<file path="src/rtl/ins_fetch_unit.sv">
// rtl/ins_fetch_unit.sv - program counter, instruction register and ROM fetch sequencing
// Captures opcode/operand/immediate bytes from a combinational-read ROM under controller strobes.
module ins_fetch_unit #(
    parameter int AW = 8,
    parameter int DW = 8
) (
    input  logic          clk,
    input  logic          rst,
    input  logic          PC_en,
    input  logic          pc_in,
    input  logic          im_int,
    input  logic [1:0]    fetch,
    input  logic          rom_ena,
    input  logic          rom_read,
    input  logic          ad_sel,
    input  logic [DW-1:0] rom_data,
    output logic [AW-1:0] rom_addr,
    output logic [3:0]    ins,
    output logic [DW-1:0] operand,
    output logic [DW-1:0] imm,
    output logic [AW-1:0] pc,
    output logic          halted
);

    typedef enum logic [1:0] {
        F_IDLE = 2'd0,
        F_OPC  = 2'd1,
        F_OPR  = 2'd2
    } fstate_t;

    fstate_t       r_state;
    fstate_t       w_state_nxt;
    logic [AW-1:0] r_pc;
    logic [3:0]    r_ins;
    logic [DW-1:0] r_operand;
    logic [DW-1:0] r_imm;
    logic          r_imm_pend;
    logic          r_halted;

    logic          w_rd_ok;
    logic          w_opc_cap;
    logic          w_opr_cap;
    logic          w_imm_cap;
    logic [3:0]    w_opcode;

    assign w_rd_ok  = rom_ena & rom_read;
    assign w_opcode = rom_data[DW-1:DW-4];

    // A jump on the same cycle suppresses the opcode fetch; halt blocks every capture.
    assign w_opc_cap = (fetch == 2'b01) & w_rd_ok & ~ad_sel & ~pc_in & ~r_halted;
    assign w_opr_cap = (fetch == 2'b10) & w_rd_ok & (r_state == F_OPC) & ~r_halted;
    assign w_imm_cap = w_rd_ok & r_imm_pend & ~im_int & ~w_opc_cap & ~r_halted;

    always_comb begin
        w_state_nxt = r_state;
        if (w_opc_cap) begin
            w_state_nxt = F_OPC;
        end else if (w_opr_cap) begin
            w_state_nxt = F_OPR;
        end
    end

    always_ff @(posedge clk) begin
        if (rst) begin
            r_state <= F_IDLE;
        end else begin
            r_state <= w_state_nxt;
        end
    end

    always_ff @(posedge clk) begin
        if (rst) begin
            r_pc <= '0;
        end else if (!r_halted) begin
            if (pc_in) begin
                r_pc <= rom_data[AW-1:0];
            end else if (PC_en) begin
                r_pc <= r_pc + 1'b1;
            end
        end
    end

    always_ff @(posedge clk) begin
        if (rst) begin
            r_ins     <= 4'b0000;
            r_operand <= '0;
            r_halted  <= 1'b0;
        end else begin
            if (w_opc_cap) begin
                r_ins <= w_opcode;
                if (w_opcode == 4'b1111) begin
                    r_halted <= 1'b1;
                end
            end
            if (w_opr_cap) begin
                r_operand <= rom_data;
            end
        end
    end

    // im_int re-arms the pending immediate even on an opcode-fetch cycle.
    always_ff @(posedge clk) begin
        if (rst) begin
            r_imm      <= '0;
            r_imm_pend <= 1'b0;
        end else begin
            if (im_int) begin
                r_imm_pend <= 1'b1;
            end else if (w_opc_cap) begin
                r_imm_pend <= 1'b0;
            end else if (w_imm_cap) begin
                r_imm      <= rom_data;
                r_imm_pend <= 1'b0;
            end
        end
    end

    assign rom_addr = ad_sel ? r_operand[AW-1:0] : r_pc;
    assign ins      = r_ins;
    assign operand  = r_operand;
    assign imm      = r_imm;
    assign pc       = r_pc;
    assign halted   = r_halted;

endmodule

</file>
<file path="config.mk">
export PLATFORM = sky130hd
export DESIGN_NAME = ins_fetch_unit
export DESIGN_NICKNAME = d
export VERILOG_FILES = /design/src/rtl/ins_fetch_unit.sv
export SDC_FILE = /design/constraint.sdc
export NUM_CORES = 1
export LEC_CHECK = 0
export BUFFER_PORTS_ARGS = -buffer_cell sky130_fd_sc_hd__buf_2
export CAP_MARGIN = 20
export CORE_ASPECT_RATIO = 0.9
export CORE_MARGIN = 10
export CORE_UTILIZATION = 30
export CTS_CLUSTER_DIAMETER = 60
export DETAILED_ROUTE_END_ITERATION = 10
export PLACE_DENSITY_LB_ADDON = 0.08
export REMOVE_ABC_BUFFERS = 1
export SLEW_MARGIN = 0
export SYNTH_ARGS = -nofsm -noshare
export SYNTH_HDL_FRONTEND = slang
export SYNTH_SLANG_ARGS = --single-unit
</file>
<file path="constraint.sdc">
create_clock -name clk -period 1.7 [get_ports clk]
set_input_delay 0.425 -clock clk [delete_from_list [all_inputs] [get_ports clk]]
set_output_delay 0.425 -clock clk [all_outputs]
set_load 0.01 [all_outputs]
</file>
==> metrics.md, run 1 <==
| Metric | Value |
|---|---|
| TritonCTS clock tree | `done` |
| Number of flops mapped to enable cells by yosys | `0` |
| Worst setup margin | `0.0854 ns` |
| Clock Root Buffer | `clkbuf_8` |
| H-tree depth | `2` |
| Core Rows | `24` |
| PortBufs | `54` |
| Commonest cells post-synth | `dfxtp_1 (32), nor2_1 (21), mux2i_1 (18)` |
| # placed instances | `277` |
| Synth cell types | `39` |
| Final ANT Viol Nets | `0` |
| Detailed-route DRC error count | `0` |
| PwrDens | `779 nW/um2` |
| Final global-route overflow total | `0` |
| Yosys warnings | `0` |
| Initial antenna violation count | `0` |
| Crit-path max FO | `9` |
| Final hold vios | `0` |
| Pre-CTS setup slack | `0.0783 ns` |
| Vias in the first global route | `1,441` |
| Final setup violation count | `0` |
| Vias | `1,385` |
| Fmax | `0.619 GHz` |
| Area contributors post-synth | `dfxtp_1 (43%), mux2i_1 (12%), mux2_2 (6.0%)` |
| CP required | `1.27 ns` |
| Data arrival, critical path | `1.19 ns` |
| Area of the mapped netlist | `1500 um2` |
| Area delta synth->final | `28.9%` |
| Synthesized flop and latch total | `32` |
| Gate Count Post-Synth | `159` |
| Fill count | `513` |
| Routed Wire Length | `4490 um` |
| Final min period | `1.61 ns` |
| Fin crit share | `0.950` |
| Worst IR drop on VDD | `0.000302 V` |
| Rel. slew slack | `0.793` |
| Post-synth ARST share | `0` |
| Post-synthesis sequential area ratio | `0.427` |
| WS Path Type | `in2out` |
| Longest Clk Path Bufs | `2` |
| Clk_lat worst skew | `0.28 ns` |
| Vias per inst | `4.91` |
| Global-route wire length before repair | `7310 um` |
| Share of post-route cells with drive strength above 1 | `0.373` |
| DRT Pass-1 Iters | `4` |
| Comb power frac | `0.125` |
| CTS Buf Count | `5` |
| Final net count | `238` |
| Sw frac | `0.258` |
| Crit. End Element | `primary output` |
| Syn_area_per_cell | `9.44 um2` |
| Least-Margin Pin Slew | `0.311 ns` |
| Die span in y | `87.1 um` |
| Die Area | `8230 um2` |
| Power Internal | `1120 uW` |
| Status | `complete, no violations` |
| TritonCTS Sinks | `32` |
| Largest area contributor in the netlist | `dfxtp_1` |
| Reg clk slew, reported paths | `0.06 ns` |
| Core area | `4830 um2` |
| Post-CTS Hold Buffers | `0` |
| Hold Path Class | `in2reg` |
| Largest net degree at the start of global routing | `21` |
| Initial core utilization | `0.310` |
| Routed WL per cell | `15.9 um` |
| Resized Gates After CTS | `0` |
| NetSw | `389 uW` |
| Sequential fraction of design power | `0.528` |
| I/O pins | `55` |
| Yosys top cell area share | `0.427` |
| N_diodes | `0` |
| GRT Util Overall | `0.113` |
| Power share of the clock group | `0.347` |
| Skew final | `0.00570 ns` |
| Maxcap violations | `0` |
| Most common cell in the netlist | `dfxtp_1` |
| Placer Congestion | `0.823` |
| Pleak | `0.000917 uW` |
| Initial DRC Count | `82` |
| Startpoint types | `input port` |
| Final Instance Count excl. Fillers | `282` |
| Setup bufs post-CTS | `0` |
| Final core occ | `0.400` |
| Hpwl dp | `3420 um` |
| Die X | `94.5 um` |
| Top FF cell, synth | `dfxtp_1` |
| RSZ-0062 raised after global routing | `false` |
| Slew Viols, Final | `0` |
==> metal layers <==
layer  global-route usage  part of all wire
met5                    0                 0
met4               0.0530             0.015
met3               0.0457             0.077
met2                0.176              0.46
met1                0.133              0.45
==> cells by family after synthesis <==
kind of cell / count (synthesis) / share of synthesized area
AND/OR/NAND/NOR: 57 / 0.207
flip-flops: 32 / 0.427
AO/OA/AOI/OAI: 31 / 0.134
multiplexers: 26 / 0.180
buffers and inverters: 12 / 0.0434
adder cells (fa/ha/maj): 1 / 0.00834
==> cell usage in the layout, fill, tap and decap left out, types with 4 or more instances in the layout <==
cell       n
a21oi_1   11
a31oi_1    4
buf_2     54
buf_4     10
clkbuf_8   5
dfxtp_1   32
mux2_2     8
mux2i_1   18
nand2_1   10
nand3_1    7
nand3b_1   4
nor2_1    21
==> power groups by stage <==
stage          Clock (uW)  Combinational [uW]  Sequential (uW)
2_1_floorplan           0                75.2              813
5_1_grt               572                 210              799
3_5_place_dp            0                 191              811
3_3_place_gp            0                 188              811
6_report              522                 189              795
4_1_cts               537                 192              795
==> worst max-delay path, cell delays in order <==
cell,delay (ns)
buf_2,0.24
mux2_2,0.38
buf_2,0.14
==> final cells by class <==
| cell class | instances | area (um2) | share of cell area |
|---|---|---|---|
| flip-flops and latches | 32 | 641 | 0.331 |
| clock buffers | 5 | 68.8 | 0.0356 |
| inverters | 1 | 3.75 | 0.00194 |
| well taps | 65 | 81.3 | 0.0420 |
| multi-input cells | 115 | 795 | 0.411 |
| repair buffers | 64 | 345 | 0.179 |
==> flip-flops by register name, summed over array words and instances, names as in the netlist <==
register	count
ins	4
r_state	2
imm	8
r_imm_pend	1
operand	8
halted	1
pc	8
==> path summary, 6_finish.rpt <==
| check | startpoint | to | slack, ns | depth (start not counted) |
|---|---|---|---|---|
| max | ad_sel | rom_addr[4] | 0.09 | 3 |
| min | im_int | r_imm_pend | 0.39 | 3 |
| max reg2reg | pc[0] | pc[6] | 0.27 | 5 |
| min reg2reg | ins[0] | ins[0] | 0.45 | 2 |
==> stage by stage <==
stage	setup TNS [ns]	instance area (um2)	power, uW	hold WS [ns]
final	0	1930	1510	0.387
after global routing	0	1930	1580	0.414
after CTS	0	1930	1520	0.379
after detailed placement	0	1870	1000	0.446
after global placement	0	1870	999	0.442
after floorplan	-0.537	1440	889	0.426
Power figures use the tool's default switching activity.
==> inputs of run 2 (changes only) <==
--- a/config.mk
+++ b/config.mk
@@ -8,7 +8,6 @@
 export BUFFER_PORTS_ARGS = -buffer_cell sky130_fd_sc_hd__buf_2
 export CAP_MARGIN = 20
 export CORE_ASPECT_RATIO = 0.9
-export CORE_MARGIN = 10
 export CORE_UTILIZATION = 30
 export CTS_CLUSTER_DIAMETER = 60
 export DETAILED_ROUTE_END_ITERATION = 10
==> run 2 against run 1 <==
Clock power increased by 16%. Wire length decreased by 9.4%. Fmax increased by 0.25%. Design area increased by 2.1%. Combinational power increased by 4%. Global-route usage increased by 4.9 points. Largest power group unchanged. Highest routed layer unchanged.
==> metrics.md, run 2 (synthesis results as in run 1) <==
| Metric | Value |
|---|---|
| Design Power | `1590 uW (+5.6%)` |
| Vias | `1,387 (+0.14%)` |
| Crit. End Element | `primary output` |
| Fin crit share | `0.947 (-0.00238)` |
| Slowest cell on crit path | `mux2_2` |
| Most frequent CP cell | `buf_2` |
| CTS Buf Count | `5 (unchanged)` |
| Initial antenna violation count | `0 (unchanged)` |
| PwrDens | `805 nW/um2 (+3.4%)` |
| Routed WL per cell | `14.2 um (-11%)` |
| Status | `complete, no violations` |
| Final setup violation count | `0 (unchanged)` |
| DRT Pass-1 Iters | `4 (unchanged)` |
| Largest net degree at the start of global routing | `25 (+19%)` |
| Commonest non-fill, non-tap cell in the layout | `buf_2` |
| Vias in the first global route | `1,385 (-3.9%)` |
| Clock Root Buffer | `clkbuf_8` |
| Reg clk slew, reported paths | `0.06 ns (about the same)` |
| Hold Path Class | `in2reg` |
| Initial DRC Count | `28 (-66%)` |
| Longest Clk Path Bufs | `2 (unchanged)` |
| Final core occ | `0.409 (+0.00854)` |
| Final net count | `239 (+0.42%)` |
| PortBufs | `54 (unchanged)` |
| Skew final | `0.00550 ns (-0.000206 ns)` |
| Core Rows | `24 (unchanged)` |
| Rel. slew slack | `0.804 (+0.0114)` |
| Maxcap violations | `0 (unchanged)` |
| Setup bufs post-CTS | `0 (unchanged)` |
| Worst IR drop on VDD | `0.000359 V (+19%)` |
| Least-Margin Pin Slew | `0.294 ns (-0.0164 ns)` |
| Global-route wire length before repair | `6690 um (-8.6%)` |
| Routed Wire Length | `4070 um (-9.4%)` |
| Fill count | `503 (-1.9%)` |
| Startpoint types | `input port` |
| Placer Congestion | `0.726 (-12%)` |
| Initial core utilization | `0.310 (unchanged)` |
| Crit-path max FO | `9 (unchanged)` |
| I/O pins | `55 (unchanged)` |
| CP cell instances | `buf_2 > mux2_2 > buf_2` |
| Resized Gates After CTS | `0 (unchanged)` |
| Slew Viols, Final | `0 (unchanged)` |
| RSZ-0062 raised after global routing | `false` |
| Register-to-Register Path Depth | `4 (-1)` |
| Die span in y | `69.1 um (-21%)` |
| Worst path max stage delay | `0.38 ns (about the same)` |
| Hpwl dp | `2990 um (-13%)` |
| Die X | `76.5 um (-19%)` |
| Post-CTS Hold Buffers | `0 (unchanged)` |
| Detailed-route DRC error count | `0 (unchanged)` |
| Cell depth of the worst hold path | `3 (unchanged)` |
| N_diodes | `0 (unchanged)` |
| Vias per inst | `4.85 (-1.3%)` |
| Final hold vios | `0 (unchanged)` |
| Final ANT Viol Nets | `0 (unchanged)` |
| Die Area | `5290 um2 (-36%)` |
| Pleak | `0.000937 uW (+2.1%)` |
| Area delta synth->final | `31.7%` |
| H-tree depth | `2 (unchanged)` |
| Clk_lat worst skew | `0.28 ns (about the same)` |
| CP required | `1.27 ns (about the same)` |
| Fmax | `0.621 GHz (+0.25%)` |
| TritonCTS Sinks | `32 (unchanged)` |
| TritonCTS clock tree | `done` |
| Data arrival, critical path | `1.19 ns (about the same)` |
| Commonest non-fill, non-tap cells in the layout | `buf_2 (54), dfxtp_1 (32), nor2_1 (21)` |
| GRT Util Overall | `0.162 (+0.0491)` |
| Final min period | `1.61 ns (-0.00404 ns)` |
| Core area | `4830 um2 (unchanged)` |
| Final global-route overflow total | `0 (unchanged)` |
| Share of post-route cells with drive strength above 1 | `0.376 (+0.00229)` |
| WS Path Type | `in2out` |
run 2: report_power, final:
group	total, uW	leakage, uW	internal, uW	switching [uW]
combinational	196	0.000631	89.6	106
sequential	793	0.000260	769	23.7
clock	603	0.0000455	330	273
run 2: through the flow:
| stage | instance area (um2) | cells | worst slack [ns] | hold slack [ns] | setup TNS [ns] |
|---|---|---|---|---|---|
| after global placement | 1890 | 278 | 0.103 | 0.441 | 0 |
| after floorplan | 1440 | 148 | -0.0671 | 0.426 | -0.537 |
| final | 1980 | 286 | 0.0895 | 0.380 | 0 |
| after detailed placement | 1890 | 278 | 0.0785 | 0.449 | 0 |
| after CTS | 1980 | 286 | 0.0767 | 0.376 | 0 |
| after global routing | 1980 | 286 | 0.0470 | 0.390 | 0 |
run 2: cell type report:
cell class                      count  area (um2)  share of cell area
Inverter                            1        3.75             0.00190
Clock buffer                        8        90.1              0.0456
Sequential cell                    32         641               0.324
Timing Repair Buffer               65         365               0.185
Tap cell                           65        81.3              0.0412
Multi-Input combinational cell    115         795               0.402
run 2: layer usage:
| layer | global-route usage | wire length [um] | vias up |
|---|---|---|---|
| met4 | 0.0662 | 20 | 0 |
| met3 | 0.0464 | 206 | 2 |
| met5 | 0 | 0 | - |
| met2 | 0.272 | 1920 | 41 |
| li1 | - | - | 695 |
| met1 | 0.194 | 1920 | 649 |
run 2: worst paths after layout:
check                           slack (ns)           to   start
worst max-delay path                  0.09  rom_addr[4]  ad_sel
worst min-delay path                  0.38   r_imm_pend  im_int
worst max register to register        0.22   r_state[1]  halted
worst min register to register        0.45       ins[1]  ins[1]
run 2: worst max-delay path: cells and delay by family:
kind / cells / cell delay (ns)
buffers and inverters: 2 / 0.38
multiplexers: 1 / 0.38
==> inputs of run 3 (changes only) <==
--- a/config.mk
+++ b/config.mk
@@ -12,7 +12,6 @@
 export CTS_CLUSTER_DIAMETER = 60
 export DETAILED_ROUTE_END_ITERATION = 10
 export PLACE_DENSITY_LB_ADDON = 0.08
-export REMOVE_ABC_BUFFERS = 1
 export SLEW_MARGIN = 0
 export SYNTH_ARGS = -nofsm -noshare
 export SYNTH_HDL_FRONTEND = slang
==> run 3 against run 2 <==
Critical endpoint is now rom_addr[7]. Combinational power decreased by 3%. Setup slack improved by 0.0042 ns. Critical path depth unchanged. Largest cell class unchanged. Total power increased by 7.4%. Design area increased by 0.13%. Worst hold slack got worse by 0.0074 ns. Clock skew increased by 0.0019 ns. Sequential share of layout area about the same. Register-to-register slack improved by 0.05 ns. Fmax increased by 0.26%. Non-clock buffer count decreased by 2.
==> metrics.md, run 3 (synthesis results as in run 1) <==
| Metric | Value |
|---|---|
| Crit. End Element | `primary output` |
| Design Power | `1710 uW (+7.4%)` |
| Worst setup margin | `0.0937 ns (+0.00421 ns)` |
| Skew final | `0.00743 ns (+0.00193 ns)` |
| Rel. slew slack | `0.645 (-0.159)` |
| DRT Pass-1 Iters | `4 (unchanged)` |
| Final hold vios | `0 (unchanged)` |
| TritonCTS clock tree | `done` |
| Initial DRC Count | `111 (+300%)` |
| Die X | `76.5 um (unchanged)` |
| Status | `complete, no violations` |
| Initial core utilization | `0.310 (unchanged)` |
| Worst IR drop on VDD | `0.000426 V (+19%)` |
| Global-route wire length before repair | `6820 um (+2.1%)` |
| Die Area | `5290 um2 (unchanged)` |
| Setup bufs post-CTS | `0 (unchanged)` |
| Share of post-route cells with drive strength above 1 | `0.374 (-0.00114)` |
| Die span in y | `69.1 um (unchanged)` |
| Initial antenna violation count | `0 (unchanged)` |
| RSZ-0062 raised after global routing | `false` |
| Pleak | `0.000939 uW (+0.25%)` |
| Final global-route overflow total | `0 (unchanged)` |
| Routed Wire Length | `4160 um (+2.3%)` |
| PwrDens | `864 nW/um2 (+7.3%)` |
| Hpwl dp | `3130 um (+4.7%)` |
| CP required | `1.27 ns (about the same)` |
| Clk_lat worst skew | `0.28 ns (about the same)` |
| Setup_tns | `0 ns (unchanged)` |
| Least-Margin Pin Slew | `0.531 ns (+0.237 ns)` |
| Vias in the first global route | `1,357 (-2.0%)` |
| Core Rows | `24 (unchanged)` |
| Final net count | `237 (-0.84%)` |
| Core area | `4830 um2 (unchanged)` |
| Vias | `1,411 (+1.7%)` |
| Area delta synth->final | `31.9%` |
| GRT Util Overall | `0.166 (+0.00372)` |
| Syn_nets | `178` |
| Fmax | `0.623 GHz (+0.26%)` |
| WS Path Type | `in2out` |
| Final min period | `1.61 ns (-0.00421 ns)` |
| Critical Path Start | `ad_sel` |
| Pre-CTS setup slack | `0.0987 ns (+0.0203 ns)` |
| Final ANT Viol Nets | `0 (unchanged)` |
| Startpoint types | `input port` |
| Clock Root Buffer | `clkbuf_8` |
| Detailed-route DRC error count | `0 (unchanged)` |
| Data arrival, critical path | `1.18 ns (about the same)` |
| I/O pins | `55 (unchanged)` |
| TritonCTS Sinks | `32 (unchanged)` |
| Vias per inst | `4.97 (+2.4%)` |
| Routed WL per cell | `14.7 um (+3.0%)` |
| Longest Clk Path Bufs | `2 (unchanged)` |
| Final setup violation count | `0 (unchanged)` |
| CTS Buf Count | `5 (unchanged)` |
| Resized Gates After CTS | `0 (unchanged)` |
| Reg-to-Reg Start | `pc[1]` |
| Reg clk slew, reported paths | `0.07 ns (about the same)` |
| Placer Congestion | `0.798 (+9.9%)` |
| Largest net degree at the start of global routing | `22 (-12%)` |
| Fin crit share | `0.945 (-0.00247)` |
| Commonest non-fill, non-tap cell in the layout | `buf_2` |
| Slew Viols, Final | `0 (unchanged)` |
| Post-CTS Hold Buffers | `0 (unchanged)` |
| N_diodes | `0 (unchanged)` |
| H-tree depth | `2 (unchanged)` |
| Hold Path Class | `in2reg` |
| Commonest non-fill, non-tap cells in the layout | `buf_2 (54), dfxtp_1 (32), nor2_1 (21)` |
| Hold Startpoint | `im_int` |
| Maxcap violations | `0 (unchanged)` |
| Crit-path max FO | `9 (unchanged)` |
| PortBufs | `54 (unchanged)` |
[run 3: stage by stage]
| step | area [um2] | instances | utilization | hold WS, ns |
|---|---|---|---|---|
| 2_1_floorplan | 1500 | 159 | - | 0.432 |
| 3_3_place_gp | 1870 | 276 | 0.387 | 0.444 |
| 3_5_place_dp | 1870 | 276 | 0.387 | 0.457 |
| 4_1_cts | 1980 | 284 | 0.409 | 0.373 |
| 5_1_grt | 1980 | 284 | 0.409 | 0.380 |
| 6_report | 1980 | 284 | 0.409 | 0.372 |
[run 3: worst max-delay path, stage by stage]
cell	delay, ns
buf_2	0.24
mux2_2	0.37
buf_2	0.14
[run 3: worst paths after layout]
path            endpoint  slack [ns]  depth (start not counted)
min           r_imm_pend        0.37                          3
min reg2reg       ins[1]        0.46                          2
max          rom_addr[7]        0.09                          3
max reg2reg        pc[6]        0.27                          5
[run 3: metal layers]
metal,part of all wire,global-route usage,up-vias,wire length (um)
li1,-,-,692,-
met3,0.050,0.0384,7,210
met1,0.49,0.222,679,2060
met5,0,0,-,0
met2,0.44,0.261,33,1840
met4,0.013,0.0577,0,53
[run 3: final cells by class]
class	count	area [um2]
Clock buffer	6	72.6
Inverter	1	3.75
Timing Repair Buffer	63	350
Tap cell	65	81.3
Multi-Input combinational cell	115	795
Clock inverter	2	35.0
Sequential cell	32	641
Fill cell	509	2860
[run 3: power by group]
part / internal [uW] / switching [uW]
Clock: 435 / 290
Sequential: 769 / 26.0
Combinational: 85.4 / 105
Total: 1290 / 420
